==> config.mk <==
export PLATFORM = sky130hd
export DESIGN_NAME = uart_tx_ctrl
export DESIGN_NICKNAME = d
export VERILOG_FILES = /design/src/rtl/uart_pkg.sv /design/src/rtl/uart_tx_fifo.sv /design/src/rtl/uart_tx_ctrl.sv
export SDC_FILE = /design/constraint.sdc
export NUM_CORES = 1
export LEC_CHECK = 0
export ABC_AREA = 0
export ABC_CLOCK_PERIOD_IN_PS = 5280
export CORE_MARGIN = 2
export CORE_UTILIZATION = 64
export DETAILED_ROUTE_END_ITERATION = 10
export PLACE_DENSITY = 0.88
export SLEW_MARGIN = 20
export SYNTH_ARGS = -nofsm -noshare
export SYNTH_HDL_FRONTEND = slang
export SYNTH_HIERARCHICAL = 1
export SYNTH_SLANG_ARGS = --single-unit
==> constraint.sdc <==
create_clock -name clk -period 5.28 [get_ports clk]
set_input_delay 1.056 -clock clk [delete_from_list [all_inputs] [get_ports clk]]
set_output_delay 1.056 -clock clk [all_outputs]
set_load 0.01 [all_outputs]
==> src/rtl/uart_pkg.sv <==
// Shared types and defaults for the buffered UART transmitter.
// Frame state encoding and build-time defaults live here.
package uart_pkg;

    localparam int UART_DATA_BITS    = 8;
    localparam int UART_CLKS_PER_BIT = 5208;
    localparam int UART_FIFO_DEPTH   = 4;

    typedef enum logic [1:0] {
        IDLE  = 2'd0,
        START = 2'd1,
        DATA  = 2'd2,
        STOP  = 2'd3
    } uart_tx_state_t;

endpackage

==> src/rtl/uart_tx_fifo.sv <==
// Byte buffer between the bus handshake and the frame FSM.
// Registered pointers and count; read data comes from storage only.
module uart_tx_fifo
    import uart_pkg::*;
#(
    parameter int DEPTH = UART_FIFO_DEPTH,
    parameter int DW    = UART_DATA_BITS,
    parameter int AW    = $clog2(DEPTH),
    parameter int CW    = $clog2(DEPTH) + 1
) (
    input  logic          clk,
    input  logic          reset,
    input  logic          push,
    input  logic [DW-1:0] wdata,
    input  logic          pop,
    output logic [DW-1:0] rdata,
    output logic          full,
    output logic          empty,
    output logic [CW-1:0] count
);

    logic [DW-1:0] mem [DEPTH];
    logic [AW-1:0] wptr;
    logic [AW-1:0] rptr;
    logic          do_push;
    logic          do_pop;

    // Full is judged on the registered count, so a pop on the same
    // edge never frees a slot for a push.
    assign full    = (count == CW'(DEPTH));
    assign empty   = (count == '0);
    assign do_push = push && !full;
    assign do_pop  = pop && !empty;
    assign rdata   = mem[rptr];

    // Pointer and occupancy bookkeeping; pointers wrap naturally.
    always_ff @(posedge clk) begin
        if (reset) begin
            wptr  <= '0;
            rptr  <= '0;
            count <= '0;
        end else begin
            if (do_push) begin
                wptr <= wptr + AW'(1);
            end
            if (do_pop) begin
                rptr <= rptr + AW'(1);
            end
            unique case ({do_push, do_pop})
                2'b10:   count <= count + CW'(1);
                2'b01:   count <= count - CW'(1);
                default: count <= count;
            endcase
        end
    end

    // Storage array; contents need no reset since count gates reads.
    always_ff @(posedge clk) begin
        if (do_push) begin
            mem[wptr] <= wdata;
        end
    end

endmodule

==> src/rtl/uart_tx_ctrl.sv <==
// Buffered 8N1 UART transmitter: FIFO, frame FSM, baud counter.
// Line, busy and done are registered from next-state values.
module uart_tx_ctrl
    import uart_pkg::*;
#(
    parameter int CLKS_PER_BIT = UART_CLKS_PER_BIT,
    parameter int FIFO_DEPTH   = UART_FIFO_DEPTH
) (
    input  logic       clk,
    input  logic       reset,
    input  logic [7:0] tx_data,
    input  logic       tx_valid,
    output logic       tx_ready,
    output logic       UART_TX,
    output logic       tx_busy,
    output logic       tx_done,
    output logic [2:0] fifo_count
);

    localparam int BW = $clog2(CLKS_PER_BIT);
    localparam int CW = $clog2(FIFO_DEPTH) + 1;

    localparam logic [BW-1:0] BAUD_LAST = BW'(CLKS_PER_BIT - 1);
    localparam logic [2:0]    BIT_LAST  = 3'(UART_DATA_BITS - 1);

    uart_tx_state_t state;
    uart_tx_state_t state_next;

    logic [BW-1:0] baud_cnt;
    logic [BW-1:0] baud_next;
    logic [2:0]    bit_idx;
    logic [2:0]    bit_next;
    logic [7:0]    shreg;
    logic [7:0]    shreg_next;

    logic line_q;
    logic line_next;
    logic busy_q;
    logic busy_next;
    logic done_q;
    logic done_next;

    logic          tick;
    logic          pop;
    logic [7:0]    fifo_rdata;
    logic          fifo_full;
    logic          fifo_empty;
    logic [CW-1:0] fifo_cnt;

    uart_tx_fifo #(
        .DEPTH (FIFO_DEPTH),
        .DW    (UART_DATA_BITS)
    ) u_fifo (
        .clk   (clk),
        .reset (reset),
        .push  (tx_valid),
        .wdata (tx_data),
        .pop   (pop),
        .rdata (fifo_rdata),
        .full  (fifo_full),
        .empty (fifo_empty),
        .count (fifo_cnt)
    );

    assign tick       = (baud_cnt == BAUD_LAST);
    assign tx_ready   = !fifo_full;
    assign fifo_count = 3'(fifo_cnt);
    assign UART_TX    = line_q;
    assign tx_busy    = busy_q;
    assign tx_done    = done_q;

    // State register plus datapath and registered outputs.
    always_ff @(posedge clk) begin
        if (reset) begin
            state    <= IDLE;
            baud_cnt <= '0;
            bit_idx  <= '0;
            shreg    <= '0;
            line_q   <= 1'b1;
            busy_q   <= 1'b0;
            done_q   <= 1'b0;
        end else begin
            state    <= state_next;
            baud_cnt <= baud_next;
            bit_idx  <= bit_next;
            shreg    <= shreg_next;
            line_q   <= line_next;
            busy_q   <= busy_next;
            done_q   <= done_next;
        end
    end

    // Next-state, baud/bit counters, shifter and FIFO pop request.
    always_comb begin
        state_next = state;
        baud_next  = baud_cnt + BW'(1);
        bit_next   = bit_idx;
        shreg_next = shreg;
        pop        = 1'b0;
        unique case (state)
            IDLE: begin
                baud_next = '0;
                if (!fifo_empty) begin
                    state_next = START;
                    pop        = 1'b1;
                    shreg_next = fifo_rdata;
                end
            end
            START: begin
                if (tick) begin
                    state_next = DATA;
                    baud_next  = '0;
                    bit_next   = '0;
                end
            end
            DATA: begin
                if (tick) begin
                    baud_next = '0;
                    if (bit_idx == BIT_LAST) begin
                        state_next = STOP;
                    end else begin
                        bit_next   = bit_idx + 3'd1;
                        shreg_next = shreg >> 1;
                    end
                end
            end
            STOP: begin
                if (tick) begin
                    baud_next = '0;
                    if (!fifo_empty) begin
                        state_next = START;
                        pop        = 1'b1;
                        shreg_next = fifo_rdata;
                    end else begin
                        state_next = IDLE;
                    end
                end
            end
            default: begin
                state_next = IDLE;
                baud_next  = '0;
            end
        endcase
    end

    // Output values for the coming cycle, taken from the next state
    // so the registered line changes exactly on bit boundaries.
    always_comb begin
        line_next = 1'b1;
        busy_next = (state_next != IDLE);
        done_next = (state == STOP) && tick;
        unique case (state_next)
            IDLE:    line_next = 1'b1;
            START:   line_next = 1'b0;
            DATA:    line_next = shreg_next[0];
            STOP:    line_next = 1'b1;
            default: line_next = 1'b1;
        endcase
    end

endmodule

==> flow_summary.toml, run 1 <==
[status]
status = "finished clean"

[floorplan]
start_util = 0.662
fp-row-count = 26
die_w_um = 76.5
die_h_um = 76.5
dieArea_um2 = 5840
ioPinCount = 18
core-area_um2 = 5070

[power_and_ir_drop]
power.leakage_nw = 1.35
clockPowerShare = 0.256
vdd.ir_drop.worst_mv = 0.339
power.total_w = 0.00166
p_int_w = 0.00111
power.switching_w = 0.000546
combinationalPowerShare = 0.308
switching_share = 0.330
p_per_area_nw_per_um2 = 440
seqPwrFrac = 0.436

[finish]
area_growth_pct = 11.9
layout.nets = 340
final_cell_mix = "38 x dfxtp_1, 32 x edfxtp_1, 28 x nor2_1"
diodes = 0
multiInputGateArea_um2 = 1510
post-route-util = 0.741
fillers = 357
layout_commonest_cell = "dfxtp_1"
regArea_um2 = 1720
drive_gt1_frac = 0.120

[setup_path]
critical_path_class = "register to register"
cpMaxStageDelayCell = "nor4b_1"
cp-startpoint = "baud_cnt[8]"
r2r-start = "baud_cnt[8]"
reg2regPathDepth = 12
endpoint = "u_fifo/count[2]"
endpoint_kind = "register"
max_stage_delay_ns = 0.62
required_ns = 5.54
r2r-end = "u_fifo/count[2]"
cp_common_cell = "inv_1"
worstPathMaxFanout = 11
worstPathCellList = "nor4b_1 -> a41o_1 -> nand2_1 -> nor2_1 -> o31ai_1 -> inv_1 -> ha_1 -> inv_1 -> fa_1 -> xor2_1 -> or3_1 -> a21oi_1"
crit_arrival_ns = 3.59
rrSetupSlack_ns = 1.95
setup.worst_path.start_class = "register"

[drt]
viasPerCell = 6.03
wirelength_um = 6620
firstDrtPassIters = 4
num_vias = 2328
ant_nets = 0
drc = 0
routedWlPerCell_um = 17.2
drt_iter0_drc = 193

[clock_tree]
ctsHoldBuffers = 0
cts_tree = "done"
cts_buffers = 9
clock_latency_ns = 0.35
cts_resized = 0
cts_root_buffer = "clkbuf_8"
clock_path_buffers = 2
post_cts_buffers = 0
clk_pin_slew_worst_paths_ns = 0.08
cts_max_level = 3
clock-sinks = 70

[sta]
worst_slack_ns = 1.95
max_freq_mhz = 300
tightest_slew_ns = 0.965
slew_viol_final = 0
hold_slack_ns = 0.446
rsz0062_at_grt = "no"
hold_violations = 0
setup-tns-final_ns = 0
period_minus_slack_ns = 3.33
slew_headroom = 0.353
clock_skew_ns = 0.00802
final-setup-viol-count = 0
finalCritPeriodShare = 0.630

[synthesis]
synth.top_cell.area_share = 0.286
ys_top_cells_by_area = "edfxtp_1 29%, dfxtp_1 23%, ha_1 6.3%"
yosysUniqueCellTypes = 53
yosysTopAreaCell = "edfxtp_1"
synth_nets = 324
yosys_warnings = 6
async_flop_share = 0
synth_edf_count = 32
synth_seq_cells = 70
syn_area_per_cell_um2 = 11.4
synth_flop_cell = "dfxtp_1"
seq_area_frac_synth = 0.512
syn_inst = 295
netlist_area_um2 = 3360

[global_routing]
antenna_found_initial = 0
grt_pass1_wl_um = 11100
grt_max_degree = 20
grt_pass1_vias = 2282
grt_overflow_total = 0
globalRouteTotalUtil = 0.243

[placement]
hpwl_um = 4450
dp_slack_ns = 2.09
place_congestion = 0.837
port_buffers = 17

[worst_hold_path]
hp-class = "register to register"

[job]
cap_violations = 0
==> cells by family (layout without fill, tap and decap cells) <==
group | Yosys count | in the layout | synth area share
compound gates | 49 | 49 | 0.101
simple gates | 98 | 98 | 0.165
xor+xnor | 12 | 12 | 0.0313
fa+ha+maj | 18 | 18 | 0.0693
buf+inv | 31 | 52 | 0.0387
mux | 17 | 17 | 0.0827
flops | 70 | 70 | 0.512
==> per-stage QoR <==
step	instance area (um2)	instances
finish	3760	386
global route	3760	386
CTS	3760	386
detailed placement	3560	370
global placement	3560	370
floorplan	3360	295
==> power by group through the flow <==
stage / clock network (W) / registers, W / logic, W
CTS: 0.000428 / 0.000723 / 0.000509
global placement: 0 / 0.000726 / 0.000481
finish: 0.000424 / 0.000722 / 0.000510
floorplan: 0 / 0.000705 / 0.000394
global route: 0.000450 / 0.000736 / 0.000563
detailed placement: 0 / 0.000733 / 0.000494
==> critical path: cells and delay by family (launching register included) <==
kind,cells,cell delay [ns]
flip-flops,1,0.36
AND/OR/NAND/NOR,4,1.17
buffers and inverters,2,0.14
adder cells (fa/ha/maj),2,0.55
AO/OA/AOI/OAI,3,0.85
XOR/XNOR,1,0.16
==> sequential cells by signal, summed over array words and instances, names as in the netlist, named ones only <==
name	cells
u_fifo/mem	32
baud_cnt	13
shreg	8
bit_idx	3
u_fifo/count	3
state	2
u_fifo/rptr	2
u_fifo/wptr	2
UART_TX	1
tx_busy	1
tx_done	1
==> metal layers <==
layer  share of wire  global-route usage  routed length [um]  vias up
met5               0                   0                   0        -
met4           0.016               0.104                 104        0
met3           0.071              0.0699                 468        9
met2            0.50               0.396                3300       84
met1            0.42               0.304                2750     1112
li1                -                   -                   -     1123
==> final cells by class <==
cell class,count,area share
Sequential cell,70,0.458
Tap cell,70,0.0233
Clock buffer,9,0.0330
Clock inverter,7,0.0193
Timing Repair Buffer,18,0.0473
Inverter,18,0.0180
Multi-Input combinational cell,194,0.401
==> worst min path at each step <==
stage	start	end	slack, ns	cells after the start
after detailed placement	baud_cnt[0]	baud_cnt[0]	0.44	1
final	baud_cnt[0]	baud_cnt[0]	0.45	1
after floorplan	baud_cnt[0]	baud_cnt[0]	0.41	1
after global placement	baud_cnt[0]	baud_cnt[0]	0.42	1
after CTS	baud_cnt[0]	baud_cnt[0]	0.45	1
after global routing	baud_cnt[0]	baud_cnt[0]	0.48	1
==> Yosys cell counts, drive strengths merged, types with 2 or more instances <==
library cell and number:
ha 17, nand2 12, clkbuf 5, mux2 6, nand2b 3, or2 2
or3 7, and3 5, nor3 6, dfxtp 38, edfxtp 32, inv 18
a21oi 16, o21ai 7, nand4 7, nor2b 3, and2 6, o31ai 8
nor2 28, mux2i 3, xor2 8, nand4b 2, xnor2 4, nor4 2
nand3 8, buf 8, mux4 8, o311ai 2, a32oi 6
(Power assumes the default switching activity.)
==> run 2: changes to the inputs <==
Settings changed: ABC_CLOCK_PERIOD_IN_PS 5280 to 2700, CORE_UTILIZATION 64 to 54, PLACE_DENSITY 0.88 to 0.8.
Clock period 5.28 ns to 2.7 ns, I/O delays scaled along.
==> run 2 against run 1 <==
  * Hold slack got worse by 0.033 ns
  * Core utilization down 8.3 points
  * Critical endpoint unchanged
  * Largest cell class unchanged
  * Clock power rose by 100%
  * Largest power group unchanged
==> flow_summary.toml, run 2 (synthesized netlist as in run 1, its figures left out) <==
[setup_path]
crit_arrival_ns = 2.86
setup.worst_path.start_class = "register"
worstPathCellList = "ha_2 -> and4bb_2 -> a41o_1 -> nand2_1 -> nor2_2 -> o31ai_2 -> inv_1 -> ha_1 -> inv_1 -> fa_1 -> xor2_1 -> or3_1 -> a21oi_1"
required_ns = 2.98
cpMaxStageDelayCell = "fa_1"
endpoint_kind = "register"
cp_common_cell = "inv_1"
max_stage_delay_ns = 0.37
worstPathMaxFanout = 4
critical_path_class = "register to register"
rrSetupSlack_ns = 0.12

[drt]
drt_iter0_drc = 194
viasPerCell = 5.88
drc = 0
num_vias = 2400
ant_nets = 0
firstDrtPassIters = 4
routedWlPerCell_um = 16.6
wirelength_um = 6770

[clock_tree]
clock_latency_ns = 0.35
clock-sinks = 70
cts_root_buffer = "clkbuf_8"
clk_pin_slew_worst_paths_ns = 0.08
cts_max_level = 3
ctsHoldBuffers = 0
cts_buffers = 9
clock_path_buffers = 2
cts_tree = "done"

[sta]
slew_headroom = 0.500
hold_violations = 0
final-setup-viol-count = 0
rsz0062_at_grt = "no"
tightest_slew_ns = 0.749
finalCritPeriodShare = 0.955
max_freq_mhz = 388
slew_viol_final = 0
period_minus_slack_ns = 2.58
setup-tns-final_ns = 0
clock_skew_ns = 0.0131

[global_routing]
globalRouteTotalUtil = 0.206
grt_overflow_total = 0
grt_max_degree = 15
grt_pass1_vias = 2332
grt_pass1_wl_um = 11200
antenna_found_initial = 0

[finish]
largest_reg_flops = 32
fillers = 453
drive_gt1_frac = 0.180
layout_commonest_cell = "dfxtp_1"
reg.largest.list = "u_fifo/mem x32, baud_cnt x13, shreg x8"
layout.nets = 357
final_cell_mix = "37 x dfxtp_1, 32 x edfxtp_1, 27 x nor2_1"
area_growth_pct = 16.6
largest_register = "u_fifo/mem"
regArea_um2 = 1720
diodes = 0
multiInputGateArea_um2 = 1520
post-route-util = 0.658

[power_and_ir_drop]
power.leakage_nw = 1.43
vdd.ir_drop.worst_mv = 0.534
p_per_area_nw_per_um2 = 853

[job]
cap_violations = 0

[floorplan]
dieArea_um2 = 6870
core-area_um2 = 5960
fp-row-count = 28
ioPinCount = 18
die_h_um = 82.9
die_w_um = 82.9
start_util = 0.564

[placement]
port_buffers = 17
place_congestion = 0.876
hpwl_um = 4620

[status]
status = "finished clean"

[worst_hold_path]
hp-class = "register to register"
[run 2: stage by stage]
step / worst slack, ns / total power [W] / cells / instance area (um2) / hold WS (ns)
after detailed placement: 0.0923 / 0.00246 / 391 / 3700 / 0.436
after global placement: 0.163 / 0.00243 / 391 / 3700 / 0.426
final: 0.121 / 0.00334 / 408 / 3920 / 0.412
after floorplan: 0.0309 / 0.00215 / 295 / 3370 / 0.415
after global routing: 0.00469 / 0.00352 / 408 / 3920 / 0.427
after CTS: 0.0530 / 0.00333 / 407 / 3900 / 0.447
[run 2: final timing paths]
check               from         endpoint  cells after the start
max          baud_cnt[0]  u_fifo/count[2]                     13
max reg2reg  baud_cnt[0]  u_fifo/count[2]                     13
min reg2reg  baud_cnt[0]      baud_cnt[0]                      1
min          baud_cnt[0]      baud_cnt[0]                      1
[run 2: cell type report]
type,instances,area share
clock buffers,9,0.0316
multi-input cells,194,0.389
inverters,18,0.0173
repair buffers,35,0.0780
flip-flops and latches,70,0.440
clock inverters,7,0.0201
well taps,75,0.0240
[run 2: per-layer routing]
layer / part of all wire / vias to the layer above / wire length [um] / global-route usage
met5: 0 / - / 0 / 0
li1: - / 1167 / - / -
met3: 0.035 / 12 / 239 / 0.0447
met4: 0.014 / 0 / 93 / 0.0879
met2: 0.51 / 63 / 3440 / 0.345
met1: 0.44 / 1158 / 2990 / 0.256
[run 2: repair_timing]
action,CTS,global route
setup buffers,0,1
endpoints found under the hold margin,0,0
gates resized for setup,0,3
endpoints found under the setup margin,0,1
[run 2: critical path, delay by kind of cell (launching register included)]
family          cells  cell delay, ns
flops               1            0.34
simple gates        4            0.75
fa+ha+maj           3            0.71
compound gates      3            0.43
buf+inv             2            0.13
xor+xnor            1            0.16
[run 2: power by group]
group          switching [W]  internal, W
registers           0.000155      0.00126
clock network       0.000430     0.000436
logic               0.000519     0.000536
total                0.00110      0.00223
==> run 3: changes to the inputs <==
Settings changed: PLACE_DENSITY 0.8 to 0.73.
==> run 3 against run 2 <==
  * Global-route usage down 1.2 points
  * Clock skew down 0.0032 ns
  * Combinational power about the same
  * Flip-flop and latch count unchanged
  * Cell area up 0.38%
  * Setup slack better by 0.021 ns
  * Via count down 2.7%
  * Fmax up 0.81%
  * Total power down 1.3%
  * Die area unchanged
  * Critical path type unchanged
==> flow_summary.toml, run 3 (synthesized netlist as in run 1, its figures left out) <==
[drt]
drc = 0
routedWlPerCell_um = 15.3
top_layer = "met4"
num_vias = 2336
firstDrtPassIters = 4
wl_met3_um = 230
drt_iter0_drc = 196
wl_met1_um = 2960
wirelength_um = 6230
viasPerCell = 5.74
ant_nets = 0
wl_met2_um = 2950

[finish]
fillers = 451
drive_gt1_frac = 0.196
regArea_um2 = 1730
layout_commonest_cell = "dfxtp_1"
post-route-util = 0.660
multiInputGateArea_um2 = 1560
largest_register = "u_fifo/mem"
largest_reg_flops = 32
area_growth_pct = 17.0
diodes = 0
layout.nets = 356
final_cell_mix = "35 x dfxtp_1, 32 x edfxtp_1, 27 x nor2_1"
reg.largest.list = "u_fifo/mem x32, baud_cnt x13, shreg x8"

[status]
status = "finished clean"

[clock_tree]
cts_tree = "done"
clock-sinks = 70
cts_root_buffer = "clkbuf_8"
clock_latency_ns = 0.36
cts_buffers = 9
clk_pin_slew_worst_paths_ns = 0.08
cts_max_level = 3
clock_path_buffers = 2

[job]
cap_violations = 0

[floorplan]
dieArea_um2 = 6870
core-area_um2 = 5960
start_util = 0.564
die_w_um = 82.9
ioPinCount = 18
fp-row-count = 28
die_h_um = 82.9

[sta]
hold_slack_ns = 0.411
max_freq_mhz = 391
setup-tns-final_ns = 0
hold_violations = 0
tightest_slew_ns = 0.764
finalCritPeriodShare = 0.947
final-setup-viol-count = 0
period_minus_slack_ns = 2.56
clock_skew_ns = 0.00992
slew_viol_final = 0
slew_headroom = 0.490
rsz0062_at_grt = "no"

[global_routing]
grt_max_degree = 16
grt_pass1_wl_um = 10600
grt_pass1_vias = 2213
globalRouteTotalUtil = 0.194
antenna_found_initial = 0
grt_overflow_total = 0

[setup_path]
rrSetupSlack_ns = 0.14
r2r-end = "u_fifo/count[2]"
r2r-start = "baud_cnt[0]"
critical_path_class = "register to register"
required_ns = 2.98
reg2regPathDepth = 13
crit_arrival_ns = 2.84
setup.worst_path.start_class = "register"
worstPathMaxFanout = 3
endpoint_kind = "register"

[worst_hold_path]
whs_path_depth = 1
hp-class = "register to register"
min_from = "baud_cnt[0]"
whs_endpoint = "baud_cnt[0]"

[power_and_ir_drop]
power.leakage_nw = 1.42
power.total_w = 0.00330
p_per_area_nw_per_um2 = 838
vdd.ir_drop.worst_mv = 0.557

[placement]
hpwl_um = 4280
place_congestion = 0.834
port_buffers = 17
run 3: changes by cell type in the layout (fill, tap and decap cells not counted), sizes merged:
cell / delta
clkinvlp: -1
inv: +1
clkinv: +1
buf: -1
bufinv: -1
run 3: critical path, cell delays in order, from the launching register on:
cell      delay (ns)
dfxtp_2         0.34
ha_2            0.17
and4bb_2        0.25
a41o_1          0.19
nand2_2         0.08
nor2_4          0.14
o31ai_4         0.09
inv_1           0.07
ha_2            0.17
inv_1           0.06
fa_2            0.33
xor2_1          0.15
or3_1           0.31
a21oi_1         0.14
run 3: routing by layer:
metal | track usage | vias up
li1 | - | 1156
met1 | 0.257 | 1120
met2 | 0.299 | 50
met3 | 0.0567 | 10
met4 | 0.0805 | 0
met5 | 0 | -
run 3: how the worst max path moves through the flow:
stage                      from               to  slack [ns]  cells past startpoint
CTS                 baud_cnt[0]  u_fifo/count[2]        0.03                     13
global placement    baud_cnt[0]  u_fifo/count[2]         0.1                     13
detailed placement  baud_cnt[0]  u_fifo/count[2]        0.01                     13
finish              baud_cnt[0]  u_fifo/count[2]        0.14                     13
global route        baud_cnt[0]  u_fifo/count[2]       0.008                     13
floorplan           baud_cnt[0]  u_fifo/count[2]        0.03                     14
run 3: where the power goes:
part	internal (W)	total [W]	switching, W
clock network	0.000353	0.000800	0.000447
registers	0.00126	0.00141	0.000149
logic	0.000554	0.00108	0.000528
total	0.00217	0.00330	0.00112
run 3: what timing repair did:
| item | in CTS | in global routing |
|---|---|---|
| setup buffers | 0 | 1 |
| pin swaps | 0 | 3 |
| hold buffers | 0 | 0 |
| gates resized for setup | 1 | 11 |
| setup endpoints to repair | 1 | 2 |
| gates cloned | 0 | 0 |
run 3: layout make-up:
type / instances / share of cell area
multi-input combinational: 194 / 0.397
clock buffer: 9 / 0.0315
sequential: 70 / 0.439
clock inverter: 7 / 0.0162
inverter: 18 / 0.0172
tap: 75 / 0.0239
timing repair buffer: 34 / 0.0757
run 3: per-stage QoR:
stage	worst slack [ns]	cell area, um2	instances
detailed placement	0.0132	3690	390
global route	0.00762	3930	407
global placement	0.0986	3690	390
finish	0.142	3930	407
CTS	0.0303	3880	406
floorplan	0.0309	3370	295
